$ cat config.mk
export PLATFORM = sky130hd
export DESIGN_NAME = fetch_sequencer
export DESIGN_NICKNAME = d
export VERILOG_FILES = /design/src/rtl/fetch_pkg.sv /design/src/rtl/fetch_skid.sv /design/src/rtl/fetch_sequencer.sv
export SDC_FILE = /design/constraint.sdc
export NUM_CORES = 1
export LEC_CHECK = 0
export ABC_AREA = 1
export BUFFER_PORTS_ARGS = -buffer_cell sky130_fd_sc_hd__buf_2
export CORE_AREA = 3 3 67 101
export CTS_CLUSTER_DIAMETER = 150
export CTS_CLUSTER_SIZE = 25
export DETAILED_ROUTE_END_ITERATION = 16
export DIE_AREA = 0 0 70 104
export GPL_TIMING_DRIVEN = 0
export PLACE_DENSITY_LB_ADDON = 0.08
export SETUP_SLACK_MARGIN = 0.1
export SYNTH_ARGS = -nofsm -noshare
export SYNTH_HDL_FRONTEND = slang
export SYNTH_SLANG_ARGS = --single-unit
$ cat constraint.sdc
create_clock -name clk -period 4.5 [get_ports clk]
set_clock_uncertainty 0.1 [all_clocks]
set_input_delay 0.45 -clock clk [delete_from_list [all_inputs] [get_ports clk]]
set_output_delay 0.45 -clock clk [all_outputs]
set_load 0.03 [all_outputs]
$ cat src/rtl/fetch_pkg.sv
`default_nettype none
// ============================================================================
//  Module   : fetch_pkg
//  Brief    : Shared types and constants for the instruction fetch sequencer.
//  Revision : 1.0
// ============================================================================
package fetch_pkg;

    typedef enum logic [1:0] {
        ST_EMPTY    = 2'd0,
        ST_INFLIGHT = 2'd1,
        ST_HELD     = 2'd2
    } fetch_state_e;

    localparam int         INST_BYTES    = 4;
    localparam int         INST_W        = 8 * INST_BYTES;
    // Opcode pattern 110xx11 covers BRANCH, JALR and JAL.
    localparam logic [6:0] CTRL_OP_MASK  = 7'b111_0011;
    localparam logic [6:0] CTRL_OP_VALUE = 7'b110_0011;

    function automatic logic is_ctrl_op(input logic [6:0] opcode);
        return (opcode & CTRL_OP_MASK) == CTRL_OP_VALUE;
    endfunction

endpackage
`default_nettype wire

$ cat src/rtl/fetch_skid.sv
`default_nettype none
// ============================================================================
//  Module   : fetch_skid
//  Brief    : One-entry holding register for a fetched word and its PC.
//  Revision : 1.0
// ============================================================================
module fetch_skid
    import fetch_pkg::*;
#(
    parameter int ADDR_W = 8
) (
    input  logic              clk,
    input  logic              rst,
    input  logic              load_i,
    input  logic              clear_i,
    input  logic [INST_W-1:0] data_i,
    input  logic [ADDR_W-1:0] pc_i,
    output logic [INST_W-1:0] data_o,
    output logic [ADDR_W-1:0] pc_o,
    output logic              full_o
);

    logic [INST_W-1:0] data_q;
    logic [ADDR_W-1:0] pc_q;
    logic              full_q;

    always_ff @(posedge clk) begin
        if (rst || clear_i) begin
            data_q <= '0;
            pc_q   <= '0;
            full_q <= 1'b0;
        end else if (load_i) begin
            data_q <= data_i;
            pc_q   <= pc_i;
            full_q <= 1'b1;
        end
    end

    assign data_o = data_q;
    assign pc_o   = pc_q;
    assign full_o = full_q;

endmodule
`default_nettype wire

$ cat src/rtl/fetch_sequencer.sv
`default_nettype none
// ============================================================================
//  Module   : fetch_sequencer
//  Brief    : Sequential instruction fetch from a 1-cycle BRAM with redirect,
//             halt and valid/ready backpressure toward decode.
//  Revision : 1.0
// ============================================================================
module fetch_sequencer
    import fetch_pkg::*;
#(
    parameter int                ADDR_W   = 8,
    parameter logic [ADDR_W-1:0] RESET_PC = '0
) (
    input  logic              clk,
    input  logic              rst,
    output logic [ADDR_W-1:0] mem_addr,
    input  logic [INST_W-1:0] mem_inst,
    output logic              out_valid,
    input  logic              out_ready,
    output logic [INST_W-1:0] out_inst,
    output logic [ADDR_W-1:0] out_pc,
    output logic              out_is_ctrl,
    input  logic              redirect_valid,
    input  logic [ADDR_W-1:0] redirect_pc,
    input  logic              halt
);

    localparam logic [ADDR_W-1:0] ALIGN_MASK = ~ADDR_W'(INST_BYTES - 1);
    localparam logic [ADDR_W-1:0] PC_STEP    = ADDR_W'(INST_BYTES);

    fetch_state_e      state_q;
    logic [ADDR_W-1:0] fetch_pc_q;
    logic [ADDR_W-1:0] inflight_pc_q;

    logic              w_issue;
    logic [ADDR_W-1:0] w_issue_addr;
    logic              w_skid_load;
    logic              w_skid_clear;
    logic              w_skid_full;
    logic [INST_W-1:0] w_skid_data;
    logic [ADDR_W-1:0] w_skid_pc;

    // A stalled INFLIGHT or HELD slot blocks issue, so at most one word is ever buffered.
    assign w_issue      = redirect_valid || (!halt && (out_ready || state_q == ST_EMPTY));
    assign w_issue_addr = redirect_valid ? (redirect_pc & ALIGN_MASK) : fetch_pc_q;
    assign mem_addr     = w_issue_addr;

    assign w_skid_load  = (state_q == ST_INFLIGHT) && !out_ready && !redirect_valid;
    assign w_skid_clear = redirect_valid || ((state_q == ST_HELD) && out_ready);

    fetch_skid #(
        .ADDR_W (ADDR_W)
    ) u_skid (
        .clk     (clk),
        .rst     (rst),
        .load_i  (w_skid_load),
        .clear_i (w_skid_clear),
        .data_i  (mem_inst),
        .pc_i    (inflight_pc_q),
        .data_o  (w_skid_data),
        .pc_o    (w_skid_pc),
        .full_o  (w_skid_full)
    );

    always_ff @(posedge clk) begin
        if (rst) begin
            state_q       <= ST_EMPTY;
            fetch_pc_q    <= RESET_PC;
            inflight_pc_q <= '0;
        end else begin
            if (w_issue) begin
                fetch_pc_q    <= w_issue_addr + PC_STEP;
                inflight_pc_q <= w_issue_addr;
            end
            if (redirect_valid) begin
                state_q <= ST_INFLIGHT;
            end else begin
                case (state_q)
                    ST_EMPTY:
                        state_q <= w_issue ? ST_INFLIGHT : ST_EMPTY;
                    ST_INFLIGHT, ST_HELD:
                        if (out_ready) state_q <= w_issue ? ST_INFLIGHT : ST_EMPTY;
                        else           state_q <= ST_HELD;
                    default:
                        state_q <= ST_EMPTY;
                endcase
            end
        end
    end

    assign out_valid   = !rst && !redirect_valid && (state_q != ST_EMPTY);
    assign out_inst    = w_skid_full ? w_skid_data : mem_inst;
    assign out_pc      = w_skid_full ? w_skid_pc : inflight_pc_q;
    assign out_is_ctrl = out_valid && is_ctrl_op(out_inst[6:0]);

endmodule
`default_nettype wire

-- Word level (Yosys, flattened, before mapping)
Index checks and enable logic that the tools add are counted.
- register bits after elaboration: 59
- bits in latches: 0
- memory bits (writable): 0
- memory bits (read-only): 0
- bits of input ports: 45
- memories: 0
- add/sub/neg operators: 1
- multiply operators: 0
- divide/modulo/power cells: 0
- $lt $le $gt $ge: 0
- eq/ne operators: 3
- shift-type cells: 0
- multiplexer cells: 7
- bitwise logic cells: 0
- reduce and logical (&&, ||, !) cells: 19
- operators by type and width (operator ; count):
    $mux 32 ; 1
    $mux 8 ; 2
    $add 8x3->8 const B ; 1
    $logic_and 1x1->1 ; 7
    $eq 5x5->1 const B ; 1
    $logic_not 1->1 ; 4
    $logic_or 1x1->1 ; 4
    $pmux 2 s2 ; 1
    $reduce_or 2->1 ; 2
    $eq 2x1->1 const B ; 1
    $eq 2x2->1 const B ; 1
    $logic_not 2->1 ; 1
    $mux 1 ; 2
    $mux 2 ; 1
    $reduce_bool 2->1 ; 1

-- Longest topological paths before layout
Gate-level depths: netlist (run 1).
- depth in word-level cells: 8
- depth in mapped cells: 12

-- Cells and area by module
Synthesis (run 1) repeated with hierarchy kept, for this count alone.
- cell total of the unflattened synthesis: 505
- area total of the unflattened synthesis: 3094.2 um^2
- modules (own cells, without submodules) (module ; instances ; cells an instance ; area each (um^2) ; seq. area each (um^2)):
    fetch_skid ; 1 ; 256 ; 1731.7 ; 820.8
    fetch_sequencer ; 1 ; 249 ; 1362.6 ; 320.3

-- Least setup slack after synthesis (run 1)
OpenSTA, ideal clock, no wires.
- path type: reg2out
- from: register u_skid.full_q (netlist: u_skid.full_o)
- to: output port out_is_ctrl
- arrival: 2122 ps
- data required time: 3950 ps
- path slack: 1828 ps
- stages on the path, launching flop included: 5
- path buffers: 1
- cells stage by stage: dfxtp_1 inv_2 buf_6 o21ai_0 nor3b_1
- cells in the longest elaborated chain, start to end: 3
- ends and longest elaborated chain (item ; RTL line ; RTL):
    start: declaration ; fetch_skid.sv:25 ; logic full_q;
    start signal: assignment ; fetch_skid.sv:31 ; full_q <= 1'b0;
    start signal: assignment ; fetch_skid.sv:35 ; full_q <= 1'b1;
    $mux 32 ; fetch_sequencer.sv:92 ; assign out_inst = w_skid_full ? w_skid_data : mem_inst;
    via out_inst[5] ; fetch_sequencer.sv:20 ; output logic [INST_W-1:0] out_inst,
    $eq 5x5->1 ; fetch_pkg.sv:22 ; return (opcode & CTRL_OP_MASK) == CTRL_OP_VALUE;
    $logic_and 1x1->1 ; fetch_sequencer.sv:94 ; assign out_is_ctrl = out_valid && is_ctrl_op(out_inst[6:0]);
    end: declaration ; fetch_sequencer.sv:22 ; output logic out_is_ctrl,
The timed path passes the listed nets, and every way through them passes these cells.

-- Final worst setup path (run 1)
- from: register u_skid.full_q (netlist: u_skid.full_o)
- to: output port out_pc[4]
- cells in the longest elaborated chain, start to end: 1
- ends and longest elaborated chain (item ; RTL line ; RTL):
    $mux 8 ; fetch_sequencer.sv:93 ; assign out_pc = w_skid_full ? w_skid_pc : inflight_pc_q;
    end: declaration ; fetch_sequencer.sv:21 ; output logic [ADDR_W-1:0] out_pc,
No other way between the ends.

==> metrics.csv, run 1 <==
metric;value;unit
io_pins;95;
area_delta_synth_final;23.7;%
chipWidth;70;um
cap_violations;0;
n_antenna_cell;0;
yosysSeqAreaShare;0.384;
worstPathMaxFanout;10;
firstDrtPassIters;4;
synth_xor_area_frac;0;
dp_hpwl;5.63;mm
cts_max_path_buffers;2;
clk_pin_slew;0.06;ns
dpl_worst_slack;2.44;ns
synth_top_area_share;0.384;
tightest_slew;0.466;ns
ant_nets;0;
synth_nets;442;
cts_root_buffer;clkbuf_8;
path_class;register to output pin;
synthArstFlopShare;0;
dpl_cell_area;3520;um^2
syn_area_per_cell;7.58;um^2
syn_inst;392;
core_area;6040;um^2
synthMuxAreaShare;0;
grt_max_degree;11;
setup_viol;0;
numCtsBuffers;9;
hold_violations;0;
initial_utilization;0.492;
relSlewSlack;0.689;
synth_compound_area_frac;0.242;
postCtsHoldBufs;0;
setup_ws;2.15;ns
postCtsSetupRepairBufs;0;
yosys.cell_count.top_type;nand2_1;
p_leak;1.65;nW
dp.cells;557;
clk_latency;0.32;ns
dieArea;7280;um^2
hp-class;primary input to register;
h-tree-depth;3;
gr-total-overflow;0;
synth_fa_ha_area_frac;0.0210;
whs;0.259;ns
crit_required;3.95;ns
fp-row-count;35;
tns;0;ns
grt_pass1_vias;2721;
gp_congestion;0.805;
yosys_warnings;0;
cp-start-kind;register;
critPathCaptureType;output pin;
synth-simple-area-share;0.225;
synth_top_area_cell;dfxtp_1;
stdcell_count;569;
cts_tree;done;
ys_types;31;
arrival;1.80;ns
fin_area;3680;um^2
drive_above_1_share;0.329;
syn_area;2970;um^2
finalNetCount;544;
ys_top_cells_by_area;dfxtp_1 (38%), nand2_1 (8.7%), a211oi_2 (8.0%);
ys_top_cells_by_count;nand2_1 (69), dfxtp_1 (57), inv_1 (52);
initialDrtViolationCount;156;
pwr_density_cell;314;nW/um^2
wl_per_cell;12.8;um
nFillCells;583;
vias_per_cell;4.95;
status;complete, no violations;
clock_sinks;57;
finalMaxSlewViolations;0;
min_period;2.35;ns
die_h;104;um
vias;2819;
io_buffer_count;91;
synth-seq-cells;57;
rsz0062_at_grt;no;
antenna_found_initial;0;
fin_util;0.608;
grt_usage;0.207;
synth_edf_count;0;
cts-resized-gates;0;
ir_drop;0.212;mV
timing.fmax;426;MHz
fin_crit_sh;0.522;
synth_top_family_by_area;compound AO/OA/AOI/OAI gates;
route.detailed.drc;0;
grt_pass1_wl;12.3;mm
wl;7.30;mm
ys.flop_type;dfxtp_1;
power;1.15;mW
[flip-flops by register name, summed over array words and instances (netlist names)]
name and cells:
u_skid.data_o 32, fetch_pc_q 8, u_skid.pc_o 8, inflight_pc_q 6
state_q 2, u_skid.full_o 1
[layer usage]
layer / up-vias / track usage / part of all wire
met5: - / 0 / 0
li1: 1473 / - / -
met3: 13 / 0.0397 / 0.055
met2: 78 / 0.359 / 0.51
met4: 0 / 0.0918 / 0.020
met1: 1255 / 0.243 / 0.42
[power breakdown]
group,internal [mW],total (mW),switching [mW]
sequential,0.522,0.531,0.00986
clock,0.216,0.391,0.174
combinational,0.0752,0.231,0.156
total,0.813,1.15,0.341
[area by class of cell]
cell class,instances,area [um^2],area share
buffer,24,158,0.0429
clock buffer,11,151,0.0412
clock inverter,1,5.00,0.00136
inverter,57,223,0.0606
multi-input combinational,254,1450,0.395
sequential,57,1140,0.310
tap,74,92.6,0.0252
timing repair buffer,91,455,0.124
[kinds of logic (layout without fill, tap and decap cells)]
group | after synthesis | after routing
AOI/OAI and AO/OA | 100 | 100
adders and majority gates | 5 | 5
buffers and inverters | 81 | 184
DFF | 57 | 57
and+or+nand+nor | 149 | 149
[worst max-delay path, cell delays in order, from the launching register on]
cell      delay (ns)
dfxtp_1         0.36
inv_2           0.09
buf_2           0.21
clkbuf_1        0.38
nand2_1         0.08
o21ai_0         0.12
buf_2           0.24
[worst paths after layout]
kind | start | end | slack, ns | depth (start not counted)
max | u_skid.full_o | out_pc[4] | 2.15 | 6
min reg2reg | u_skid.data_o[6] | u_skid.data_o[6] | 0.36 | 2
min | rst | inflight_pc_q[2] | 0.26 | 2
max reg2reg | state_q[0] | fetch_pc_q[2] | 2.72 | 9
[placed cells by master, fill, tap and decap left out, types with 3 or more instances in the layout]
cell,instances
nand2_4,6
o21ai_1,8
a211oi_2,19
buf_2,102
nand2_2,5
nand3_1,6
nor2_1,51
o21ai_0,40
ha_1,5
a21oi_1,8
clkbuf_8,11
inv_2,3
inv_1,52
nand2_1,69
buf_6,5
nand4_1,5
a211oi_1,18
clkbuf_1,7
dfxtp_1,57
Power figures use the tool's default switching activity.
==> run 2: changes to the inputs <==
--- a/config.mk
+++ b/config.mk
@@ -7,11 +7,11 @@
 export LEC_CHECK = 0
 export ABC_AREA = 1
 export BUFFER_PORTS_ARGS = -buffer_cell sky130_fd_sc_hd__buf_2
-export CORE_AREA = 3 3 67 101
+export CORE_AREA = 3 3 70 105
 export CTS_CLUSTER_DIAMETER = 150
 export CTS_CLUSTER_SIZE = 25
 export DETAILED_ROUTE_END_ITERATION = 16
-export DIE_AREA = 0 0 70 104
+export DIE_AREA = 0 0 73 108
 export GPL_TIMING_DRIVEN = 0
 export PLACE_DENSITY_LB_ADDON = 0.08
 export SETUP_SLACK_MARGIN = 0.1
==> constraint.sdc (replaced) <==
create_clock -name clk -period 2.1 [get_ports clk]
set_clock_uncertainty 0.1 [all_clocks]
set_input_delay 0.21 -clock clk [delete_from_list [all_inputs] [get_ports clk]]
set_output_delay 0.21 -clock clk [all_outputs]
set_load 0.03 [all_outputs]
==> metrics.csv, run 2 (synthesis results as in run 1) <==
metric;value;unit
io_pins;95;
nFillCells;623;
die_h;108;um
path_class;register to output pin;
crit_path_top_delay_cell;dfxtp_2;
numCtsBuffers;9;
tns;0;ns
relSlewSlack;0.672;
critical_path_buf_inv_count;3;
met3_wirelength;400;um
top_layer_used;met4;
area_delta_synth_final;28.2;%
dpl_cell_area;3540;um^2
dieArea;7880;um^2
cp-start-kind;register;
critPathTopFamily;buffers and inverters;
n_antenna_cell;0;
clock_sinks;57;
crit_required;1.79;ns
grt_pass1_wl;12.2;mm
dp_hpwl;5.72;mm
core_area;6530;um^2
wl_per_cell;13.0;um
chipWidth;73;um
drt-met1-wl;3.15;mm
dr_wl_met2;3.84;mm
io_buffer_count;91;
vias_per_cell;4.98;
clk_pin_slew;0.07;ns
status;complete, no violations;
h-tree-depth;3;
slowest_delay;0.38;ns
critPathCaptureType;output pin;
timing.fmax;525;MHz
drive_above_1_share;0.359;
final_common_cell;buf_2;
min_period;1.90;ns
worstPathMaxFanout;10;
cts_root_buffer;clkbuf_8;
crit_chain;inv_2 -> buf_6 -> o21ai_2 -> nand4_1 -> nor3b_2 -> buf_4;
ant_nets;0;
cap_violations;0;
finalMaxSlewViolations;0;
fin_crit_sh;0.906;
grt_max_degree;11;
largest_reg_flops;32;
fin_util;0.583;
route.detailed.drc;0;
fp-row-count;36;
antenna_found_initial;0;
stdcell_count;577;
wl;7.49;mm
cts_tree;done;
grt_pass1_vias;2641;
rsz0062_at_grt;yes;
initialDrtViolationCount;129;
p_leak;1.71;nW
pwr_density_cell;730;nW/um^2
tightest_slew;0.493;ns
ir_drop;0.436;mV
final_cell_mix;buf_2 (94), nand2_1 (69), dfxtp_1 (54), nor2_1 (51), inv_1 (50);
hold_violations;0;
finalNetCount;546;
gr-total-overflow;0;
firstDrtPassIters;4;
fin_area;3810;um^2
dp.cells;559;
gp_congestion;0.783;
vias;2871;
setup_viol;0;
cts_max_path_buffers;2;
arrival;1.59;ns
initial_utilization;0.455;
hp-class;primary input to register;
grt_usage;0.196;
clk_latency;0.33;ns
[run 2: repair_timing]
action,CTS,global route
buffers inserted,0,1
hold buffers,1,0
setup endpoints to repair,24,30
endpoints found under the hold margin,1,0
pin swaps,1,1
resized for setup,9,13
[run 2: final timing paths]
| kind | start | end | slack (ns) | cells past startpoint |
|---|---|---|---|---|
| setup / recovery | u_skid.full_o | out_is_ctrl | 0.20 | 6 |
| hold / removal | mem_inst[16] | u_skid.data_o[16] | 0.06 | 3 |
| setup reg to reg | state_q[0] | u_skid.pc_o[3] | 0.43 | 6 |
| hold reg to reg | u_skid.data_o[18] | u_skid.data_o[18] | 0.36 | 2 |
[run 2: area by class of cell]
cell class / count / area [um^2] / share of cell area
clock buffers: 11 / 141 / 0.0371
plain buffers: 24 / 173 / 0.0453
repair buffers: 93 / 488 / 0.128
flip-flops and latches: 57 / 1140 / 0.300
clock inverters: 5 / 78.8 / 0.0207
multi-input cells: 254 / 1470 / 0.385
well taps: 76 / 95.1 / 0.0250
inverters: 57 / 223 / 0.0585
[run 2: stage by stage]
stage / worst slack (ns) / hold slack (ns) / total power [mW]
6_report: 0.197 / 0.0564 / 2.78
5_1_grt: 0.0857 / 0.0647 / 2.90
4_1_cts: 0.113 / 0.0477 / 2.81
3_5_place_dp: 0.271 / 0.339 / 1.66
3_3_place_gp: 0.287 / 0.344 / 1.66
2_1_floorplan: 0.175 / 0.179 / 1.50
[run 2: worst register-to-register path: cells and delay by family, from the launching register on]
family                     cells  cell delay [ns]
AOI/OAI and AO/OA              1             0.16
adders and majority gates      1             0.24
buffers and inverters          2             0.52
DFF                            1             0.33
and+or+nand+nor                2             0.25
[run 2: power by group]
part / switching [mW] / total (mW) / internal (mW)
clock: 0.436 / 1.13 / 0.699
sequential: 0.0202 / 1.14 / 1.12
combinational: 0.338 / 0.509 / 0.171
total: 0.794 / 2.78 / 1.99
[run 2: layer usage]
layer,vias up,GRT usage
met5,-,0
met4,0,0.0726
met3,9,0.0372
met2,73,0.352
met1,1306,0.223
li1,1483,-
==> run 3: changes to the inputs <==
--- a/config.mk
+++ b/config.mk
@@ -5,13 +5,12 @@
 export SDC_FILE = /design/constraint.sdc
 export NUM_CORES = 1
 export LEC_CHECK = 0
-export ABC_AREA = 1
-export BUFFER_PORTS_ARGS = -buffer_cell sky130_fd_sc_hd__buf_2
-export CORE_AREA = 3 3 70 105
+export BUFFER_PORTS_ARGS = -buffer_cell sky130_fd_sc_hd__clkbuf_2
+export CORE_AREA = 3 3 68 102
 export CTS_CLUSTER_DIAMETER = 150
 export CTS_CLUSTER_SIZE = 25
 export DETAILED_ROUTE_END_ITERATION = 16
-export DIE_AREA = 0 0 73 108
+export DIE_AREA = 0 0 71 105
 export GPL_TIMING_DRIVEN = 0
 export PLACE_DENSITY_LB_ADDON = 0.08
 export SETUP_SLACK_MARGIN = 0.1
==> metrics.csv, run 3 <==
metric;value;unit
p_leak;1.49;nW
cts_tree;done;
numCtsBuffers;9;
nFillCells;597;
vias;2572;
synth-seq-cells;57;
pwr_density_cell;680;nW/um^2
io_buffer_count;91;
synth_compound_area_frac;0.103;
synthArstFlopShare;0;
fin_util;0.582;
wl;6.93;mm
ant_nets;0;
r2r_cells;7;
hp-class;primary input to register;
grt_usage;0.192;
core_area;6130;um^2
ir_drop;0.453;mV
reg2reg_setup_slack;0.33;ns
route.detailed.drc;0;
die_h;105;um
synth_top_area_share;0.415;
synth_xor_area_frac;0.00957;
crit_required;1.79;ns
dp_hpwl;5.18;mm
synth_fa_ha_area_frac;0.0228;
synthMuxAreaShare;0.185;
initialDrtViolationCount;79;
finalNetCount;482;
vias_per_cell;5.03;
synth_top_family_by_area;simple AND/OR/NAND/NOR gates;
clock_sinks;57;
h-tree-depth;3;
ys_top_cells_by_area;dfxtp_1 (42%), mux2_2 (18%), nand2_1 (13%);
antenna_found_initial;0;
clk_pin_slew;0.07;ns
critPathCaptureType;output pin;
finalMaxSlewViolations;0;
arrival;1.60;ns
grt_max_degree;11;
rsz0062_at_grt;no;
synth_top_area_cell;dfxtp_1;
wl_per_cell;13.6;um
crit_path_top_delay_cell;dfxtp_4;
dieArea;7460;um^2
firstDrtPassIters;4;
largest_reg_flops;32;
synth-simple-area-share;0.222;
n_antenna_cell;0;
critical_path_buf_inv_count;2;
stdcell_count;511;
initial_utilization;0.448;
final_common_cell;nand2_1;
final_cell_mix;nand2_1 (93), clkbuf_2 (90), dfxtp_1 (54), mux2_2 (45), a21oi_1 (45);
dp.cells;489;
slowest_delay;0.38;ns
syn_inst;324;
gr-total-overflow;0;
whs_path_depth;3;
io_pins;95;
cts_root_buffer;clkbuf_8;
grt_pass1_vias;2459;
timing.fmax;522;MHz
min_to;u_skid.data_o[23];
holdCritStartpoint;mem_inst[23];
gp_congestion;0.816;
path_class;register to output pin;
ys.flop_type;dfxtp_1;
fp-row-count;35;
yosys_warnings;0;
cts_max_path_buffers;2;
relSlewSlack;0.679;
tightest_slew;0.481;ns
hold_violations;0;
grt_pass1_wl;11.4;mm
synth_edf_count;0;
drive_above_1_share;0.396;
worstReg2RegStart;state_q[0];
status;complete, no violations;
yosys.cell_count.top_type;nand2_1;
crit_chain;buf_6 -> mux2_2 -> nor3b_2 -> clkbuf_8;
cap_violations;0;
min_period;1.91;ns
critPathTopFamily;flip-flops;
ys_types;33;
tns;0;ns
r2r_end;fetch_pc_q[6];
yosysSeqAreaShare;0.415;
synth_nets;374;
setup_viol;0;
ys_top_cells_by_count;nand2_1 (93), dfxtp_1 (57), a21oi_1 (45), mux2_2 (45), nor2_1 (18);
area_delta_synth_final;29.9;%
fin_crit_sh;0.912;
clk_latency;0.33;ns
syn_area;2750;um^2
cp-start-kind;register;
worstPathMaxFanout;10;
chipWidth;71;um
syn_area_per_cell;8.48;um^2
==> run 3: cell count changes in the layout (fill, tap and decap cells not counted), sizes merged, moves of 3 or more <==
cell	before	now
a21oi	9	45
a211oi	37	0
nor3	0	7
mux2	0	45
inv	56	2
nand2	80	93
dlygate4sd3	1	6
clkbuf	20	110
nand3	8	3
nor2	54	18
buf	107	16
o21ai	49	0
and2	0	3
==> run 3: routing by layer <==
layer	global-route usage	routed length (um)	part of all wire
met1	0.211	2830	0.41
met2	0.345	3600	0.52
met3	0.0491	350	0.051
met4	0.0753	138	0.020
met5	0	0	0
==> run 3: per-stage QoR <==
stage / setup slack (ns) / area (um^2) / hold WS (ns) / total power [mW]
after CTS: 0.105 / 3560 / 0.00105 / 2.46
final: 0.185 / 3570 / 0.0137 / 2.43
after global routing: 0.114 / 3570 / 0.00374 / 2.56
after detailed placement: 0.110 / 3310 / 0.343 / 1.62
after floorplan: 0.191 / 2760 / 0.189 / 1.47
after global placement: 0.162 / 3310 / 0.338 / 1.61
==> run 3: power by group <==
group	internal, mW	switching, mW
clock network	0.420	0.405
registers	1.11	0.0253
logic	0.173	0.292
==> run 3: final cells by class <==
cell class	count	area [um^2]	area share
Inverter	2	7.51	0.00210
Buffer	23	134	0.0375
Multi-Input combinational cell	242	1510	0.423
Timing Repair Buffer	97	524	0.147
Clock inverter	4	20.0	0.00561
Tap cell	74	92.6	0.0259
Clock buffer	12	135	0.0379
Sequential cell	57	1150	0.322
==> run 3: worst max-delay path by stage <==
stage,start,depth (start not counted),slack (ns),end
floorplan,state_q[0],5,0.19,out_is_ctrl
global placement,redirect_valid,8,0.16,fetch_pc_q[6]
detailed placement,redirect_valid,8,0.11,fetch_pc_q[6]
CTS,state_q[0],6,0.10,out_is_ctrl
global route,state_q[0],6,0.11,out_is_ctrl
finish,u_skid.full_o,4,0.19,out_is_ctrl
==> run 3: cell families (layout without fill, tap and decap cells) <==
logic type	after synthesis	in the layout
AOI/OAI and AO/OA	51	51
xor gates and xnor gates	3	3
adders and majority gates	5	5
buffers and inverters	25	138
DFF	57	57
muxes	45	45
and+or+nand+nor	138	138
==> run 3: repair_timing <==
item | in CTS | in global routing
hold buffers | 6 | 0
setup endpoints to repair | 30 | 13
endpoints found under the hold margin | 6 | 0
pin swaps | 0 | 1
resized for setup | 11 | 4
setup buffers | 0 | 0
==> run 3: worst reg2reg max path: cells and delay by family, from the launching register on <==
family / cells / cell delay, ns
fa+ha+maj: 1 / 0.21
flops: 1 / 0.35
buf+inv: 2 / 0.36
simple gates: 2 / 0.36
compound gates: 2 / 0.29
